## config.mk

```make
export PLATFORM = sky130hd
export DESIGN_NAME = ctrl_cmd_sequencer_flat
export DESIGN_NICKNAME = d
export VERILOG_FILES = /design/src/rtl/ctrl_cmd_sequencer_if.sv /design/src/rtl/ctrl_cmd_sequencer.sv /design/src/flat_wrapper.sv
export SDC_FILE = /design/constraint.sdc
export NUM_CORES = 1
export LEC_CHECK = 0
export CAP_MARGIN = 20
export CELL_PAD_IN_SITES_DETAIL_PLACEMENT = 2
export CELL_PAD_IN_SITES_GLOBAL_PLACEMENT = 2
export CORE_MARGIN = 2
export CORE_UTILIZATION = 37
export DETAILED_ROUTE_END_ITERATION = 8
export PLACE_DENSITY = 0.74
export SKIP_LAST_GASP = 1
export SLEW_MARGIN = 25
export SYNTH_ARGS = -nofsm -noshare
export SYNTH_HDL_FRONTEND = slang
export SYNTH_SLANG_ARGS = --single-unit
```

## constraint.sdc

```tcl
create_clock -name clk -period 2.41 [get_ports clk]
set_input_delay 0.3615 -clock clk [delete_from_list [all_inputs] [get_ports clk]]
set_output_delay 0.3615 -clock clk [all_outputs]
set_load 0.01 [all_outputs]
```

## src/rtl/ctrl_cmd_sequencer_if.sv

```systemverilog
// ctrl_cmd_sequencer_if
//   Bundles the host command channel, the controller command channel,
//   the run-status strobes and the sticky error flags of ctrl_cmd_sequencer.
//   master : host/controller side (drives host_*, ctrl_busy, err_clear)
//   slave  : the sequencer itself
interface ctrl_cmd_sequencer_if #(
  parameter int unsigned COMMAND_WIDTH          = 4,
  parameter int unsigned ROW_ADR_WIDTH          = 10,
  parameter int unsigned GOLOBAL_DATA_BUS_WIDTH = 32
);
  // host side
  logic                              host_valid;
  logic                              host_ready;
  logic [COMMAND_WIDTH-1:0]          host_command;
  logic [ROW_ADR_WIDTH-1:0]          host_row_addr;
  logic [GOLOBAL_DATA_BUS_WIDTH-1:0] host_data;
  // controller side
  logic                              ctrl_busy;
  logic                              valid_command;
  logic [COMMAND_WIDTH-1:0]          command;
  logic [ROW_ADR_WIDTH-1:0]          row_addr;
  logic [GOLOBAL_DATA_BUS_WIDTH-1:0] global_data_bus;
  logic                              start;
  // status
  logic                              run_done;
  logic                              seq_idle;
  logic                              instr_overflow;
  logic                              start_timeout;
  logic                              err_clear;

  modport master (
    output host_valid, host_command, host_row_addr, host_data,
    output ctrl_busy, err_clear,
    input  host_ready, valid_command, command, row_addr, global_data_bus,
    input  start, run_done, seq_idle, instr_overflow, start_timeout
  );

  modport slave (
    input  host_valid, host_command, host_row_addr, host_data,
    input  ctrl_busy, err_clear,
    output host_ready, valid_command, command, row_addr, global_data_bus,
    output start, run_done, seq_idle, instr_overflow, start_timeout
  );
endinterface

```

## src/rtl/ctrl_cmd_sequencer.sv

```systemverilog
// ctrl_cmd_sequencer
//   Buffers host commands in a small FIFO and serializes them onto the
//   controller command interface. A START code launches a run and holds
//   off further commands until the controller has gone busy and idle again.
//   Instruction-buffer loads beyond NUM_INSTRUCTION per run are dropped and
//   flagged; a start that is never acknowledged by ctrl_busy is flagged.
//   Ports:
//     clk, reset : clock, synchronous active-high reset
//     bus        : ctrl_cmd_sequencer_if.slave (host channel, controller
//                  channel, run strobes, sticky flags, err_clear)
module ctrl_cmd_sequencer #(
  parameter int unsigned             COMMAND_WIDTH                        = 4,
  parameter int unsigned             ROW_ADR_WIDTH                        = 10,
  parameter int unsigned             GOLOBAL_DATA_BUS_WIDTH               = 32,
  parameter int unsigned             NUM_INSTRUCTION                      = 4,
  parameter int unsigned             CMD_FIFO_DEPTH                       = 4,
  parameter int unsigned             START_ACK_TIMEOUT                    = 16,
  parameter logic [COMMAND_WIDTH-1:0] COMMAND_CODE_LOAD_INSTRUCTION_BUFFER = 4'b1001,
  parameter logic [COMMAND_WIDTH-1:0] COMMAND_CODE_START                   = 4'b1111
) (
  input  logic                clk,
  input  logic                reset,
  ctrl_cmd_sequencer_if.slave bus
);

  localparam int unsigned PTR_W = $clog2(CMD_FIFO_DEPTH);
  localparam int unsigned CNT_W = PTR_W + 1;
  localparam int unsigned LD_W  = $clog2(NUM_INSTRUCTION + 1);
  localparam int unsigned TMO_W = (START_ACK_TIMEOUT > 1) ? $clog2(START_ACK_TIMEOUT) : 1;

  typedef struct packed {
    logic [COMMAND_WIDTH-1:0]          cmd;
    logic [ROW_ADR_WIDTH-1:0]          row;
    logic [GOLOBAL_DATA_BUS_WIDTH-1:0] data;
  } entry_t;

  typedef enum logic [1:0] {
    ST_ISSUE     = 2'd0,
    ST_WAIT_ACK  = 2'd1,
    ST_WAIT_DONE = 2'd2
  } state_e;

  // FIFO storage and pointers
  entry_t             mem_q [CMD_FIFO_DEPTH];
  entry_t             mem_d [CMD_FIFO_DEPTH];
  logic [PTR_W-1:0]   wr_ptr_q, wr_ptr_d;
  logic [PTR_W-1:0]   rd_ptr_q, rd_ptr_d;
  logic [CNT_W-1:0]   count_q, count_d;

  // sequencing state
  state_e             state_q, state_d;
  logic [LD_W-1:0]    load_cnt_q, load_cnt_d;
  logic [TMO_W-1:0]   tmo_cnt_q, tmo_cnt_d;

  // registered outputs
  logic                              valid_q, valid_d;
  logic [COMMAND_WIDTH-1:0]          cmd_q, cmd_d;
  logic [ROW_ADR_WIDTH-1:0]          row_q, row_d;
  logic [GOLOBAL_DATA_BUS_WIDTH-1:0] data_q, data_d;
  logic                              start_q, start_d;
  logic                              run_done_q, run_done_d;
  logic                              ovf_q, ovf_d;
  logic                              tmo_flag_q, tmo_flag_d;

  logic   full;
  logic   empty;
  logic   push;
  logic   pop;
  logic   ovf_set;
  logic   tmo_set;
  entry_t head;

  assign full  = (count_q == CNT_W'(CMD_FIFO_DEPTH));
  assign empty = (count_q == '0);
  // Acceptance depends only on the registered occupancy, so a same-cycle
  // pop never reopens a full FIFO.
  assign push  = bus.host_valid & ~full;
  assign head  = mem_q[rd_ptr_q];

  // Command sequencing
  always_comb begin
    state_d    = state_q;
    load_cnt_d = load_cnt_q;
    tmo_cnt_d  = tmo_cnt_q;
    valid_d    = 1'b0;
    cmd_d      = cmd_q;
    row_d      = row_q;
    data_d     = data_q;
    start_d    = 1'b0;
    run_done_d = 1'b0;
    pop        = 1'b0;
    ovf_set    = 1'b0;
    tmo_set    = 1'b0;

    unique case (state_q)
      ST_ISSUE: begin
        if (!empty) begin
          pop = 1'b1;
          if (head.cmd == COMMAND_CODE_START) begin
            start_d    = 1'b1;
            load_cnt_d = '0;
            tmo_cnt_d  = '0;
            state_d    = ST_WAIT_ACK;
          end else if (head.cmd == COMMAND_CODE_LOAD_INSTRUCTION_BUFFER &&
                       load_cnt_q == LD_W'(NUM_INSTRUCTION)) begin
            // instruction buffer already full: drop the load
            ovf_set = 1'b1;
          end else begin
            valid_d = 1'b1;
            cmd_d   = head.cmd;
            row_d   = head.row;
            data_d  = head.data;
            if (head.cmd == COMMAND_CODE_LOAD_INSTRUCTION_BUFFER) begin
              load_cnt_d = load_cnt_q + 1'b1;
            end
          end
        end
      end

      ST_WAIT_ACK: begin
        if (bus.ctrl_busy) begin
          state_d = ST_WAIT_DONE;
        end else if (tmo_cnt_q == TMO_W'(START_ACK_TIMEOUT - 1)) begin
          tmo_set = 1'b1;
          state_d = ST_ISSUE;
        end else begin
          tmo_cnt_d = tmo_cnt_q + 1'b1;
        end
      end

      ST_WAIT_DONE: begin
        if (!bus.ctrl_busy) begin
          run_done_d = 1'b1;
          state_d    = ST_ISSUE;
        end
      end

      default: state_d = ST_ISSUE;
    endcase
  end

  // FIFO bookkeeping
  always_comb begin
    mem_d    = mem_q;
    wr_ptr_d = wr_ptr_q;
    rd_ptr_d = rd_ptr_q;
    count_d  = count_q;

    if (push) begin
      mem_d[wr_ptr_q] = '{cmd: bus.host_command, row: bus.host_row_addr, data: bus.host_data};
      wr_ptr_d        = wr_ptr_q + 1'b1;
    end
    if (pop) begin
      rd_ptr_d = rd_ptr_q + 1'b1;
    end

    unique case ({push, pop})
      2'b10:   count_d = count_q + 1'b1;
      2'b01:   count_d = count_q - 1'b1;
      default: count_d = count_q;
    endcase
  end

  // Sticky flags: a set in the same cycle as err_clear wins
  always_comb begin
    ovf_d      = ovf_set | (ovf_q      & ~bus.err_clear);
    tmo_flag_d = tmo_set | (tmo_flag_q & ~bus.err_clear);
  end

  always_ff @(posedge clk) begin
    if (reset) begin
      wr_ptr_q   <= '0;
      rd_ptr_q   <= '0;
      count_q    <= '0;
      state_q    <= ST_ISSUE;
      load_cnt_q <= '0;
      tmo_cnt_q  <= '0;
      valid_q    <= 1'b0;
      cmd_q      <= '0;
      row_q      <= '0;
      data_q     <= '0;
      start_q    <= 1'b0;
      run_done_q <= 1'b0;
      ovf_q      <= 1'b0;
      tmo_flag_q <= 1'b0;
    end else begin
      wr_ptr_q   <= wr_ptr_d;
      rd_ptr_q   <= rd_ptr_d;
      count_q    <= count_d;
      state_q    <= state_d;
      load_cnt_q <= load_cnt_d;
      tmo_cnt_q  <= tmo_cnt_d;
      valid_q    <= valid_d;
      cmd_q      <= cmd_d;
      row_q      <= row_d;
      data_q     <= data_d;
      start_q    <= start_d;
      run_done_q <= run_done_d;
      ovf_q      <= ovf_d;
      tmo_flag_q <= tmo_flag_d;
    end
  end

  // Storage needs no reset: entries are only read once count_q covers them.
  always_ff @(posedge clk) begin
    mem_q <= mem_d;
  end

  assign bus.host_ready      = ~full;
  assign bus.valid_command   = valid_q;
  assign bus.command         = cmd_q;
  assign bus.row_addr        = row_q;
  assign bus.global_data_bus = data_q;
  assign bus.start           = start_q;
  assign bus.run_done        = run_done_q;
  assign bus.seq_idle        = (state_q == ST_ISSUE) && empty;
  assign bus.instr_overflow  = ovf_q;
  assign bus.start_timeout   = tmo_flag_q;

endmodule

```

## src/flat_wrapper.sv

```systemverilog
// flat-port wrapper written by rule: the top's interface ports become plain ports
module ctrl_cmd_sequencer_flat 
#(
  parameter int unsigned             COMMAND_WIDTH                        = 4,
  parameter int unsigned             ROW_ADR_WIDTH                        = 10,
  parameter int unsigned             GOLOBAL_DATA_BUS_WIDTH               = 32,
  parameter int unsigned             NUM_INSTRUCTION                      = 4,
  parameter int unsigned             CMD_FIFO_DEPTH                       = 4,
  parameter int unsigned             START_ACK_TIMEOUT                    = 16,
  parameter logic [COMMAND_WIDTH-1:0] COMMAND_CODE_LOAD_INSTRUCTION_BUFFER = 4'b1001,
  parameter logic [COMMAND_WIDTH-1:0] COMMAND_CODE_START                   = 4'b1111
)
  (clk, reset, bus_host_valid, bus_host_command, bus_host_row_addr, bus_host_data, bus_ctrl_busy, bus_err_clear, bus_host_ready, bus_valid_command, bus_command, bus_row_addr, bus_global_data_bus, bus_start, bus_run_done, bus_seq_idle, bus_instr_overflow, bus_start_timeout);
  ctrl_cmd_sequencer_if #(.COMMAND_WIDTH(COMMAND_WIDTH), .ROW_ADR_WIDTH(ROW_ADR_WIDTH), .GOLOBAL_DATA_BUS_WIDTH(GOLOBAL_DATA_BUS_WIDTH)) bus_i ();
  input  logic clk;
  input  logic reset;
  input wire logic [$bits(bus_i.host_valid)-1:0] bus_host_valid;
  input wire logic [$bits(bus_i.host_command)-1:0] bus_host_command;
  input wire logic [$bits(bus_i.host_row_addr)-1:0] bus_host_row_addr;
  input wire logic [$bits(bus_i.host_data)-1:0] bus_host_data;
  input wire logic [$bits(bus_i.ctrl_busy)-1:0] bus_ctrl_busy;
  input wire logic [$bits(bus_i.err_clear)-1:0] bus_err_clear;
  output wire logic [$bits(bus_i.host_ready)-1:0] bus_host_ready;
  output wire logic [$bits(bus_i.valid_command)-1:0] bus_valid_command;
  output wire logic [$bits(bus_i.command)-1:0] bus_command;
  output wire logic [$bits(bus_i.row_addr)-1:0] bus_row_addr;
  output wire logic [$bits(bus_i.global_data_bus)-1:0] bus_global_data_bus;
  output wire logic [$bits(bus_i.start)-1:0] bus_start;
  output wire logic [$bits(bus_i.run_done)-1:0] bus_run_done;
  output wire logic [$bits(bus_i.seq_idle)-1:0] bus_seq_idle;
  output wire logic [$bits(bus_i.instr_overflow)-1:0] bus_instr_overflow;
  output wire logic [$bits(bus_i.start_timeout)-1:0] bus_start_timeout;
  assign bus_i.host_valid = bus_host_valid;
  assign bus_i.host_command = bus_host_command;
  assign bus_i.host_row_addr = bus_host_row_addr;
  assign bus_i.host_data = bus_host_data;
  assign bus_i.ctrl_busy = bus_ctrl_busy;
  assign bus_i.err_clear = bus_err_clear;
  assign bus_host_ready = bus_i.host_ready;
  assign bus_valid_command = bus_i.valid_command;
  assign bus_command = bus_i.command;
  assign bus_row_addr = bus_i.row_addr;
  assign bus_global_data_bus = bus_i.global_data_bus;
  assign bus_start = bus_i.start;
  assign bus_run_done = bus_i.run_done;
  assign bus_seq_idle = bus_i.seq_idle;
  assign bus_instr_overflow = bus_i.instr_overflow;
  assign bus_start_timeout = bus_i.start_timeout;
  ctrl_cmd_sequencer #(.COMMAND_WIDTH(COMMAND_WIDTH), .ROW_ADR_WIDTH(ROW_ADR_WIDTH), .GOLOBAL_DATA_BUS_WIDTH(GOLOBAL_DATA_BUS_WIDTH), .NUM_INSTRUCTION(NUM_INSTRUCTION), .CMD_FIFO_DEPTH(CMD_FIFO_DEPTH), .START_ACK_TIMEOUT(START_ACK_TIMEOUT), .COMMAND_CODE_LOAD_INSTRUCTION_BUFFER(COMMAND_CODE_LOAD_INSTRUCTION_BUFFER), .COMMAND_CODE_START(COMMAND_CODE_START)) u_core (.clk(clk), .reset(reset), .bus(bus_i));
endmodule
```

==> results.cfg <==
[outcome]
status = finished, final reports clean

[detailed_routing]
first_iter_violations = 431
dr.pass1.iters = 4
antenna_left = 0
via_per_inst = 5.519
wl_microns = 27260
vias = 6562
route.detailed.drc = 0
wl_per_cell_microns = 22.93

[layout]
fill_cells = 2629
drive_above_1_share = 0.1570
area_delta_synth_final_pct = 22.56
final_cells = 1189
nets = 848

[logic_synthesis]
syn-cell-area_sq_um = 10400
synth_fp_nets = 753
synth_cells = 693
synth_edf_count = 184
yosysMostFrequentCell = edfxtp_1
synth_ff_type = edfxtp_1
yosys.area.top_type_share = 0.5313
ys_types = 46
ys_top_cells_by_count = 184 x edfxtp_1, 89 x nand3_1, 67 x dfxtp_1
async_flop_share = 0
ys_seq_area_frac = 0.6603
synth-seq-cells = 251
synth.largest_area_cell = edfxtp_1
avgSynthCellArea_sq_um = 15.01
synth_warnings = 0
synth_area_leaders = edfxtp_1 53%, dfxtp_1 13%, mux4_2 10%

[sta]
max_slew.worst_pin.slew_ns = 0.7626
timing.slew.headroom = 0.4916
fmax_ghz = 0.4167
skew_ns = 0.01413
hold_violations = 0
setup_tns_ns = 0
drv_slew = 0
min_period_ns = 2.400
grt_setup_unrepaired = true
setup-violations-final = 0
layout_worst_path_cycle_share = 0.9959

[place]
io_buffers = 103
place_inst = 1137
gp_congestion = 0.7324
hpwl_microns = 16450

[clock_network]
cts_sinks = 251
clkLatencyLatePin_ns = 0.53
cts_root_buf = clkbuf_16
cts_buffers = 27
htreeDepth = 1
cts_tree = done
clk_path_buf_depth = 3
cts_setup_buffers = 0
clk_transition_reported_paths_ns = 0.06

[die]
die_w_microns = 171.6
io_pins = 104
core_region_area_sq_um = 27710
die_y_microns = 171.6
std_cell_rows = 61
start_util = 0.3753
dieArea_sq_um = 29460

[min_path]
worstHoldPathType = in2reg

[critical_path]
cp.arrival_ns = 2.85
crit_path_start_kind = flip-flop
crit_type = reg2reg
end_kind = flip-flop
crit_path_max_fanout = 3
worstPathRequired_ns = 2.86

[power]
p_total_uw = 14130
ir_drop_mv = 0.4860
p_leak_uw = 0.004118
power_density_nw_per_um2 = 1109

[global_routing]
antenna_found_initial = 1
grt_first_pass_wirelength_microns = 43170
grt_pass1_vias = 7425
grt_use_total = 0.1919
grt_overflow = 0
grt_max_degree = 66

[flow_run]
max_cap_viol_count = 0
-- worst max-delay path: stages (launching register included) --
cell and delay (ns):
dfxtp_1 0.39, nor3_2 0.08, or3_1 0.35, inv_2 0.10, ha_1 0.20, inv_1 0.07
fa_1 0.44, xor2_1 0.17, or3_1 0.34, a21oi_1 0.16
-- per-stage QoR --
stage          utilization  hold slack [ns]  worst slack (ns)  instance area (sq um)
2_1_floorplan            -           0.4408          0.002774                  10400
3_3_place_gp        0.4300           0.4495           0.07321                  11910
3_5_place_dp        0.4300           0.4609          -0.03075                  11910
4_1_cts             0.4593           0.3582          0.008743                  12730
5_1_grt             0.4599           0.4063          -0.09886                  12740
6_report            0.4600           0.3712          0.009906                  12740
-- layout make-up --
type | count | area, sq um | area share
multi-input combinational | 371 | 3262 | 0.2559
sequential | 251 | 6873 | 0.5393
tap | 378 | 473.0 | 0.03711
antenna | 2 | 5.005 | 0.0003927
clock inverter | 15 | 100.1 | 0.007854
inverter | 13 | 48.80 | 0.003829
timing repair buffer | 124 | 1277 | 0.1002
clock buffer | 35 | 705.7 | 0.05537
-- layout by cell type (no fill, tap or decap), drive strengths merged, types with 3 or more instances in the layout --
cell type,instances
xnor2,3
nor2,23
nand2,12
clkdlybuf4s50,102
or4b,42
a21oi,9
clkinv,12
nand3,89
and3,6
a31oi,43
buf,22
inv,14
a211oi,3
nor3,4
clkbuf,35
ha,8
dfxtp,67
nor3b,47
or3,3
o21ai,6
xor2,3
edfxtp,184
mux4,47
-- sequential cells by signal (all words and copies together) (netlist names), 3 cells and up --
| register | cells |
|---|---|
| u_core.load_cnt_q | 3 |
| u_core.bus.global_data_bus | 32 |
| u_core.mem_q | 184 |
| u_core.bus.row_addr | 10 |
| u_core.count_q | 3 |
| u_core.tmo_cnt_q | 4 |
| u_core.bus.command | 4 |
-- final timing paths --
kind | start | end | slack (ns) | depth (start not counted)
min | reset | u_core.bus.valid_command$_SDFF_PP0_ | 0.37 | 2
min reg2reg | u_core.bus.instr_overflow$_SDFF_PP0_ | u_core.bus.instr_overflow$_SDFF_PP0_ | 0.46 | 2
max | u_core.count_q[0]$_SDFFE_PP0P_ | u_core.count_q[2]$_SDFFE_PP0P_ | 0.01 | 9
max reg2reg | u_core.count_q[0]$_SDFFE_PP0P_ | u_core.count_q[2]$_SDFFE_PP0P_ | 0.01 | 9
-- what timing repair did --
action                     CTS  global route
hold buffers                 0             0
resized for setup            2             3
setup endpoints to repair    3             4
-- power breakdown --
part	internal (uW)	switching [uW]
sequential	5340	419
combinational	2000	2540
clock	2170	1660
-- per-layer routing --
layer	routed length, microns	GRT usage
met1	11230	0.2383
met5	0	0
met2	14180	0.3470
met3	1205	0.02991
met4	648	0.05195
-- logic make-up (layout without fill, tap and decap cells) --
family	count (synthesis)	count (layout)	synth area share
other	0	2	0
DFF	251	251	0.6603
adders and majority gates	9	9	0.01155
AOI/OAI and AO/OA	71	71	0.04645
and+or+nand+nor	237	237	0.1449
xor gates and xnor gates	6	6	0.005054
muxes	48	48	0.1029
buffers and inverters	71	187	0.02888
Power figures use the tool's default switching activity.
